File: src/rtl/levity_pkg.sv
// Shared constants for the levitation array command path: opcodes and cmd_word field layout.
package levity_pkg;

  localparam int LV_DIV_W = 15;

  localparam logic [3:0] OP_DIV   = 4'h1;
  localparam logic [3:0] OP_PHASE = 4'h2;
  localparam logic [3:0] OP_EN    = 4'h3;
  localparam logic [3:0] OP_POL   = 4'h4;

  localparam int CMD_OPC_LSB  = 28;
  localparam int CMD_OPC_W    = 4;
  localparam int CMD_CHAN_LSB = 24;
  localparam int CMD_CHAN_W   = 4;
  localparam int CMD_ARG_LSB  = 0;
  localparam int CMD_ARG_W    = 24;

endpackage

File: src/rtl/phase_channel.sv
// One output channel: phase-shifted view of the master count, compared against the half period.
module phase_channel #(
  parameter int DIV_W = 15
) (
  input  logic             clk_100MHz,
  input  logic             RSTN,
  input  logic             i_run,
  input  logic [DIV_W:0]   i_cnt,
  input  logic [DIV_W:0]   i_pm1,
  input  logic [DIV_W-1:0] i_div,
  input  logic [DIV_W-1:0] i_ph,
  input  logic             i_en,
  input  logic             i_pol,
  output logic             o_ch
);

  localparam logic [DIV_W:0] ONE = {{DIV_W{1'b0}}, 1'b1};

  logic [DIV_W:0] w_ph;
  logic [DIV_W:0] w_ph_eff;
  logic [DIV_W:0] w_s;
  logic           w_hi;

  // P may equal 2^(DIV_W+1), so compare against P-1 and let cnt+P-ph wrap modulo the width.
  assign w_ph     = {1'b0, i_ph};
  assign w_ph_eff = (w_ph > i_pm1) ? '0 : w_ph;
  assign w_s      = (i_cnt >= w_ph_eff) ? (i_cnt - w_ph_eff)
                                        : (i_cnt + i_pm1 + ONE - w_ph_eff);
  assign w_hi     = i_en & (w_s < ({1'b0, i_div} + ONE));

  always_ff @(posedge clk_100MHz or negedge RSTN) begin
    if (!RSTN)      o_ch <= 1'b0;
    else if (i_run) o_ch <= w_hi ^ i_pol;
  end

endmodule

File: src/rtl/channel_phase_gen.sv
// Multi-channel square-wave generator: command decode, shadow/active settings, master counter.
// Optional: define CH_POLARITY_EN to add the per-channel invert mask (opcode 0x4).
module channel_phase_gen
  import levity_pkg::*;
#(
  parameter int               NUM_CH      = 10,
  parameter int               DIV_W       = LV_DIV_W,
  parameter logic [DIV_W-1:0] DEFAULT_DIV = DIV_W'(999)
) (
  input  logic              clk_100MHz,
  input  logic              RSTN,
  input  logic              cmd_valid,
  input  logic [31:0]       cmd_word,
  output logic              cmd_ack,
  output logic              cmd_err,
  output logic [NUM_CH-1:0] CH
);

  localparam logic [CMD_CHAN_W:0] NCH = (CMD_CHAN_W+1)'(NUM_CH);

  logic [CMD_OPC_W-1:0]  w_opc;
  logic [CMD_CHAN_W-1:0] w_chan;
  logic [CMD_ARG_W-1:0]  w_arg;
  logic                  w_ok;
  logic                  w_wr;
  logic                  w_unused_bits;

  logic                         r_run;
  logic [DIV_W:0]               r_cnt;
  logic [DIV_W-1:0]             r_div, r_div_sh;
  logic [NUM_CH-1:0][DIV_W-1:0] r_ph, r_ph_sh;
  logic [NUM_CH-1:0]            r_en, r_en_sh;
  logic [NUM_CH-1:0]            w_pol;
  logic [DIV_W:0]               w_pm1;
  logic                         w_commit;

  assign w_opc  = cmd_word[CMD_OPC_LSB  +: CMD_OPC_W];
  assign w_chan = cmd_word[CMD_CHAN_LSB +: CMD_CHAN_W];
  assign w_arg  = cmd_word[CMD_ARG_LSB  +: CMD_ARG_W];
  assign w_unused_bits = ^w_arg;

  always_comb begin
    w_ok = 1'b0;
    case (w_opc)
      OP_DIV:   w_ok = 1'b1;
      OP_EN:    w_ok = 1'b1;
      OP_PHASE: w_ok = ({1'b0, w_chan} < NCH);
`ifdef CH_POLARITY_EN
      OP_POL:   w_ok = 1'b1;
`endif
      default:  w_ok = 1'b0;
    endcase
  end

  assign w_wr     = cmd_valid & w_ok;
  assign w_pm1    = {r_div, 1'b1};
  assign w_commit = r_run & (r_cnt == w_pm1);

  always_ff @(posedge clk_100MHz or negedge RSTN) begin
    if (!RSTN) begin
      cmd_ack <= 1'b0;
      cmd_err <= 1'b0;
    end else begin
      cmd_ack <= cmd_valid & w_ok;
      cmd_err <= cmd_valid & ~w_ok;
    end
  end

  always_ff @(posedge clk_100MHz or negedge RSTN) begin
    if (!RSTN) begin
      r_div_sh <= DEFAULT_DIV;
      r_ph_sh  <= '0;
      r_en_sh  <= '1;
    end else if (w_wr) begin
      if (w_opc == OP_DIV) r_div_sh <= w_arg[DIV_W-1:0];
      if (w_opc == OP_EN)  r_en_sh  <= w_arg[NUM_CH-1:0];
      for (int n = 0; n < NUM_CH; n++)
        if (w_opc == OP_PHASE && w_chan == CMD_CHAN_W'(n))
          r_ph_sh[n] <= w_arg[DIV_W-1:0];
    end
  end

  // First clock after reset release only arms the counter, so CH first rises on the second edge.
  always_ff @(posedge clk_100MHz or negedge RSTN) begin
    if (!RSTN) begin
      r_run <= 1'b0;
      r_cnt <= '0;
      r_div <= DEFAULT_DIV;
      r_ph  <= '0;
      r_en  <= '1;
    end else if (!r_run) begin
      r_run <= 1'b1;
    end else if (w_commit) begin
      r_cnt <= '0;
      r_div <= r_div_sh;
      r_ph  <= r_ph_sh;
      r_en  <= r_en_sh;
    end else begin
      r_cnt <= r_cnt + {{DIV_W{1'b0}}, 1'b1};
    end
  end

`ifdef CH_POLARITY_EN
  logic [NUM_CH-1:0] r_pol, r_pol_sh;

  always_ff @(posedge clk_100MHz or negedge RSTN) begin
    if (!RSTN) begin
      r_pol_sh <= '0;
      r_pol    <= '0;
    end else begin
      if (w_wr && w_opc == OP_POL) r_pol_sh <= w_arg[NUM_CH-1:0];
      if (w_commit)                r_pol    <= r_pol_sh;
    end
  end

  assign w_pol = r_pol;
`else
  assign w_pol = '0;
`endif

  for (genvar n = 0; n < NUM_CH; n++) begin : g_ch
    phase_channel #(.DIV_W(DIV_W)) u_ch (
      .clk_100MHz (clk_100MHz),
      .RSTN       (RSTN),
      .i_run      (r_run),
      .i_cnt      (r_cnt),
      .i_pm1      (w_pm1),
      .i_div      (r_div),
      .i_ph       (r_ph[n]),
      .i_en       (r_en[n]),
      .i_pol      (w_pol[n]),
      .o_ch       (CH[n])
    );
  end

endmodule

File: config.mk
export PLATFORM = sky130hd
export DESIGN_NAME = channel_phase_gen
export DESIGN_NICKNAME = d
export VERILOG_FILES = /design/src/rtl/levity_pkg.sv /design/src/rtl/phase_channel.sv /design/src/rtl/channel_phase_gen.sv
export SDC_FILE = /design/constraint.sdc
export NUM_CORES = 2
export LEC_CHECK = 0
export ABC_AREA = 1
export BUFFER_PORTS_ARGS = -buffer_cell sky130_fd_sc_hd__buf_4
export CAP_MARGIN = 10
export CORE_MARGIN = 4
export CORE_UTILIZATION = 35
export CTS_BUF_LIST = sky130_fd_sc_hd__clkbuf_16
export DETAILED_ROUTE_END_ITERATION = 7
export GPL_ROUTABILITY_DRIVEN = 0
export GPL_TIMING_DRIVEN = 0
export PLACE_DENSITY = 0.5
export SYNTH_ARGS = -nofsm -noshare
export SYNTH_HDL_FRONTEND = slang
export SYNTH_HIERARCHICAL = 1
export SYNTH_SLANG_ARGS = --single-unit
File: constraint.sdc
create_clock -name clk_100MHz -period 13.35 [get_ports clk_100MHz]
set_clock_uncertainty 0.2 [all_clocks]
set_input_delay 3.3375 -clock clk_100MHz [delete_from_list [all_inputs] [get_ports clk_100MHz]]
set_output_delay 3.3375 -clock clk_100MHz [all_outputs]
set_load 0.01 [all_outputs]
* After elaboration in Yosys (flattened, before gate mapping)
Index checks and enable logic that the tools add are counted.
** Storage, ports and cells
- Flip-flop bits (word level) :: 379
- Bits of input ports :: 35
** Cells by class
- Add/subtract/negate cells :: 24
- $lt $le $gt $ge :: 31
- Eq/ne operators :: 13
- Multiplexer cells :: 22
- Bitwise gates (word level) :: 14
- Reduce and logical (&&, ||, !) cells :: 25
** Operator list (number)
- 16-bit subtractor :: 20
- 16-bit two-way mux :: 11
- 16-bit >= comparator :: 10
- 15-bit by 16-bit greater-than comparator with 1-bit output :: 10
- 16-bit < comparator :: 10
- 15-bit two-way mux :: 10
- 16-bit by 1-bit adder with 16-bit output, second input constant :: 2
- 2-bit AND reduction :: 13
- 15-bit by 1-bit adder with 16-bit output, second input constant :: 1
- 16-bit adder :: 1
- 16-bit equality test :: 1
- 4-bit by 2-bit equality test with 1-bit output, second input constant :: 4
- 4-bit by 3-bit equality test with 1-bit output, second input constant :: 4
- 1-bit bitwise AND :: 13
- 1-bit logical AND :: 10
- 4-bit by 1-bit equality test with 1-bit output, second input constant :: 2
- 4-bit equality test, second input constant :: 2
- 4-bit zero test :: 1
- 4-bit < comparator, second input constant :: 1
- 1-bit one-hot mux with 2 select lines :: 1
- 2-bit OR reduction :: 1
- 1-bit NOT :: 1

* Depth between registers and ports, before layout
- Depth after elaboration :: 6
- Mapped depth :: 40
- Mapped depth without buffers :: 39

* Modules after synthesis
The synthesis kept the hierarchy.
** By module, submodules not included
- channel_phase_gen :: instances 1, cells an instance 1785, area each 15588.7 um^2
- phase_channel (g_ch[7].u_ch ...) :: instances 3, cells an instance 550, area each 3357.0 um^2
- phase_channel (g_ch[1].u_ch ...) :: instances 3, cells an instance 537, area each 3325.7 um^2
- phase_channel (g_ch[2].u_ch) :: instances 1, cells an instance 544, area each 3380.7 um^2
- phase_channel (g_ch[3].u_ch) :: instances 1, cells an instance 545, area each 3368.2 um^2
- phase_channel (g_ch[6].u_ch) :: instances 1, cells an instance 542, area each 3303.2 um^2
- phase_channel (g_ch[0].u_ch) :: instances 1, cells an instance 545, area each 3293.2 um^2

* Worst setup path before layout
No wires, ideal clock.
- Path kind :: reg2reg
- Start point :: register r_div[0]
- End point :: register g_ch[1].u_ch.o_ch
- Arrival time :: 5.676 ns
- Required time :: 13.083 ns
- Setup slack :: 7.407 ns
- Cell stages (with the launch flop) :: 38
- Clock period less this slack :: 5.943 ns
- Cells stage by stage :: dfstp_2 > inv_1 > ha_1 > inv_1 > nor2_1 > nor2_1 > o21ai_0 > nand2_1 > nand2_1 > nand2_1 > nand2_1 > nand2_4 > clkbuf_1 > nand2_1 > inv_1 > fa_1 > inv_1 > ha_1 > [2 not listed] > a31oi_1 > o21ai_0 > nand2_1 > nand2_1 > nand2_1 > nand2_1 > nand2_1 > nand2_1 > o21ai_0 > o21ai_0 > ha_1 > a21oi_1 > nor2_1 > nor4_1 > nand2_1 > nand2_1 > nand3_1 > nand2_1
** Between the ends
- Longest elaborated chain between the ends :: 6
- Elaborated cells between the ends (all ways) :: 11
- Classes of those cells :: 5 x add/sub; 3 x order compare; 2 x mux; 1 x bitwise
** RTL lines
- start, declared :: line channel_phase_gen.sv:30 : logic [DIV_W-1:0] r_div, r_div_sh;
- start signal, assigned :: line channel_phase_gen.sv:95 : r_div <= r_div_sh;
- 16-bit adder or 15-bit by 16-bit greater-than comparator with 1-bit output (tied branches) :: line phase_channel.sv:28, phase_channel.sv:26
- 16-bit by 1-bit adder with 16-bit output or 15-bit two-way mux (tied branches) :: line phase_channel.sv:28, phase_channel.sv:26
- 16-bit subtractor (tied with other cells) :: line phase_channel.sv:28 : : (i_cnt + i_pm1 + ONE - w_ph_eff);
- 16-bit two-way mux :: line phase_channel.sv:27 : assign w_s = (i_cnt >= w_ph_eff) ? (i_cnt - w_ph_eff)
- 16-bit < comparator * :: line phase_channel.sv:29 : assign w_hi = i_en & (w_s < ({1'b0, i_div} + ONE));
- 1-bit bitwise AND * :: line phase_channel.sv:29
- end signal, assigned :: line phase_channel.sv:33 : else if (i_run) o_ch <= w_hi ^ i_pol;
- end, declared :: line phase_channel.sv:14 : output logic o_ch
Mark *: on every way between the ends. The rest lies on a longest branch, timed or not.
A chain may end at the register's enable or synchronous reset.

* Final worst setup path
- Start point :: register r_div[0]
- End point :: register g_ch[6].u_ch.o_ch
** Between the ends
- Longest elaborated chain between the ends :: 6
- Elaborated cells between the ends (all ways) :: 11
- Classes of those cells :: 5 x add/sub; 3 x order compare; 2 x mux; 1 x bitwise
** RTL lines (line)
- 16-bit adder or 15-bit by 16-bit greater-than comparator with 1-bit output (tied branches) :: phase_channel.sv:28, phase_channel.sv:26
- 16-bit by 1-bit adder with 16-bit output or 15-bit two-way mux (tied branches) :: phase_channel.sv:28, phase_channel.sv:26
- 16-bit subtractor (tied with other cells) :: phase_channel.sv:28
- 16-bit two-way mux :: phase_channel.sv:27
- 16-bit < comparator * :: phase_channel.sv:29
- 1-bit bitwise AND * :: phase_channel.sv:29
- end signal, assigned :: phase_channel.sv:33
- end, declared :: phase_channel.sv:14
Marked as above.

==> impl_metrics.env <==
export IMPL_yosysUniqueCellTypes=64
export IMPL_grt_pass1_vias=44858
export IMPL_hold_viol_final=0
export IMPL_vias=46666
export IMPL_drive_gt1_share_pct=8.339
export IMPL_worst_setup_path_type="flip-flop to flip-flop"
export IMPL_wl_met3_um=8480
export IMPL_syn2layout_area_growth_pct=10.56
export IMPL_initial_core_util_pct=35.19
export IMPL_rows=137
export IMPL_core_um2=139200
export IMPL_viasPerCell=5.016
export IMPL_dieArea_um2=146000
export IMPL_p_leak_nw=29.71
export IMPL_cts_tree="done"
export IMPL_antenna_found_initial=4
export IMPL_ios=47
export IMPL_yosys_area_top_type="dfrtp_1"
export IMPL_die_h_um=382.1
export IMPL_highest_layer="met5"
export IMPL_n_fill_cell=15030
export IMPL_drv_cap=0
export IMPL_critical_path_endpoint_type="flip-flop"
export IMPL_ys_seq_area_share_pct=19.45
export IMPL_min_period_ns=6.908
export IMPL_portBuffers=36
export IMPL_die_w_um=382.1
export IMPL_status="complete, no violations"
export IMPL_crit_fanout=43
export IMPL_layout_nets=8209
export IMPL_whs_path_depth=2
export IMPL_required_ns=13.69
export IMPL_slew_viol_final=0
export IMPL_cts_buffers_inserted=48
export IMPL_p_per_area_nw_per_um2=291.8
export IMPL_total_power_mw=15.80
export IMPL_grt_max_degree=107
export IMPL_post_cts_setup_buffers=0
export IMPL_slew_limit_headroom_pct=6.683
export IMPL_ant_nets=0
export IMPL_synthCells=7222
export IMPL_post_route_drc_count=0
export IMPL_track_usage_pct=23.70
export IMPL_hold_start="r_en[3]"
export IMPL_place_hpwl_um=134100
export IMPL_avgSynthCellArea_um2=6.782
export IMPL_clk_latency_ns=0.63
export IMPL_hold_class="flip-flop to flip-flop"
export IMPL_r2r_cells=34
export IMPL_wirelength_met1_um=83110
export IMPL_ys_seq_elements=379
export IMPL_min_period_over_period_pct=51.74
export IMPL_regToRegEndpoint="g_ch[6].u_ch/o_ch"
export IMPL_root_buffer="clkbuf_16"
export IMPL_synth_main_ff_cell="dfrtp_1"
export IMPL_dp_cells=9208
export IMPL_fin_tns_setup_ns=0
export IMPL_rsz0062_at_grt="false"
export IMPL_drt_pass1_iter_count=6
export IMPL_yosys_top_cells_count="2037 x nand2_1, 1257 x inv_1, 631 x ha_1"
export IMPL_synth_edf_count=0
export IMPL_instances_no_fill=9303
export IMPL_setup_viol=0
export IMPL_irDropWorstVdd_uv=176.0
export IMPL_reg2reg_slack_ns=6.44
export IMPL_netlist_area_leader_share_pct=17.52
export IMPL_drt_iter0_markers=3531
export IMPL_grt_overflow_total=0
export IMPL_tightest_slew_ns=1.400
export IMPL_critPathArrivalTime_ns=7.25
export IMPL_cts_buffer_depth=3
export IMPL_cts_max_level=2
export IMPL_ctsResizeCount=0
export IMPL_path_clk_slew_ns=0.06
export IMPL_cts_sinks=379
export IMPL_synth_area_leaders="dfrtp_1 18%, ha_1 16%, nand2_1 16%"
export IMPL_dr_wl_met2_um=79260
export IMPL_whs_endpoint="r_en[3]"
export IMPL_worstReg2RegStart="r_div[0]"
export IMPL_cts_hold_buf=0
export IMPL_startpoint_type="flip-flop"
export IMPL_final_util_pct=38.91
export IMPL_crit_path_top_delay_cell="dfstp_4"
export IMPL_yosys_warnings=6
export IMPL_yosysMostFrequentCell="nand2_1"
export IMPL_synth_area_um2=48980
export IMPL_routedWlPerCell_um=18.94
export IMPL_fmax_mhz=144.8
export IMPL_critPathMostFrequentCell="nand2_1"
export IMPL_async_flop_share_pct=100.0
export IMPL_grt_first_pass_wirelength_um=267900
export IMPL_routed_wl_um=176200
export IMPL_crit_path_max_incr_delay_ns=0.95
## sequential cells by signal (all words and copies together) (netlist names)
| register | cells |
|---|---|
| r_div | 15 |
| r_ph | 150 |
| r_en | 10 |
| cmd_err | 1 |
| r_cnt | 16 |
| r_ph_sh | 150 |
| r_div_sh | 15 |
| cmd_ack | 1 |
| r_en_sh | 10 |
| g_ch.u_ch/o_ch | 10 |
| r_run | 1 |
## through the flow
step / cell area [µm²] / hold slack (ns) / setup slack [ns]
after floorplan: 49130 / 0.2425 / 7.407
after global placement: 51750 / 0.2535 / 4.370
after detailed placement: 52630 / 0.2565 / 6.495
after CTS: 54130 / 0.2665 / 6.421
after global routing: 54140 / 0.2862 / 5.786
final: 54150 / 0.2707 / 6.443
## worst max path at each step
stage                                   end  slack [ns]       from  depth (start not counted)
after detailed placement  g_ch[6].u_ch/o_ch        6.49   r_div[0]                         34
after global placement    g_ch[1].u_ch/o_ch        4.37  r_div[10]                         32
after floorplan           g_ch[1].u_ch/o_ch        7.41   r_div[0]                         37
final                     g_ch[6].u_ch/o_ch        6.44   r_div[0]                         34
after CTS                 g_ch[6].u_ch/o_ch        6.42   r_div[0]                         34
after global routing      g_ch[8].u_ch/o_ch        5.79   r_div[0]                         36
## final cells by class
cell class	instances	area (µm²)	area share, %
Multi-Input combinational cell	5422	33980	62.74
Sequential cell	379	9612	17.75
Inverter	1295	4861	8.976
Tap cell	1876	2347	4.334
Clock buffer	49	1226	2.264
Timing Repair Buffer	72	1086	2.005
Buffer	165	762.0	1.407
Clock inverter	41	274.0	0.5060
Antenna cell	4	10.01	0.01848
## layout by cell type (no fill, tap or decap), drive strengths merged, types with 3 or more instances in the layout
cell	n
o31ai	15
mux2	5
or2	55
a31o	6
o211ai	12
a31oi	28
o21bai	5
inv	1306
o22ai	14
clkinv	27
o21a	10
fa	160
xnor2	79
clkbuf	111
and2	8
o2bb2ai	3
ha	631
buf	175
nor3b	14
nor2	467
xor2	173
nand3	436
a21oi	467
nor4	22
o2111ai	5
nand4	222
conb	41
a211oi	12
nand3b	35
dfstp	36
a21boi	10
mux2i	7
diode	4
o21ai	288
dfrtp	343
a21o	18
nor3	60
a221oi	9
nand2	2102
## critical path: cells and delay by family (launching register included)
family	cells	cell delay, ns
buffers and inverters	5	1.06
AOI/OAI and AO/OA	9	1.48
adders and majority gates	4	1.36
DFF	1	0.95
xor gates and xnor gates	1	0.17
and+or+nand+nor	15	1.53
## report_power, final
part	internal, mW	switching [mW]
clock network	0.694	0.583
logic	4.76	8.02
registers	1.28	0.468
total	6.73	9.07
## metal layers
metal,global-route usage (%),vias up
met5,0,-
met2,38.78,1106
met3,2.237,203
met4,6.846,2
li1,-,23440
met1,33.21,21915
## cells by family after synthesis
logic type	count (synthesis)	share of synthesized area, %
simple gates	3421	31.24
buf+inv	1460	11.48
compound gates	905	10.39
fa+ha+maj	791	22.66
flops	379	19.45
xor+xnor	252	4.506
mux	12	0.2580
other cells	2	0.01533
Power figures use the tool's default switching activity.
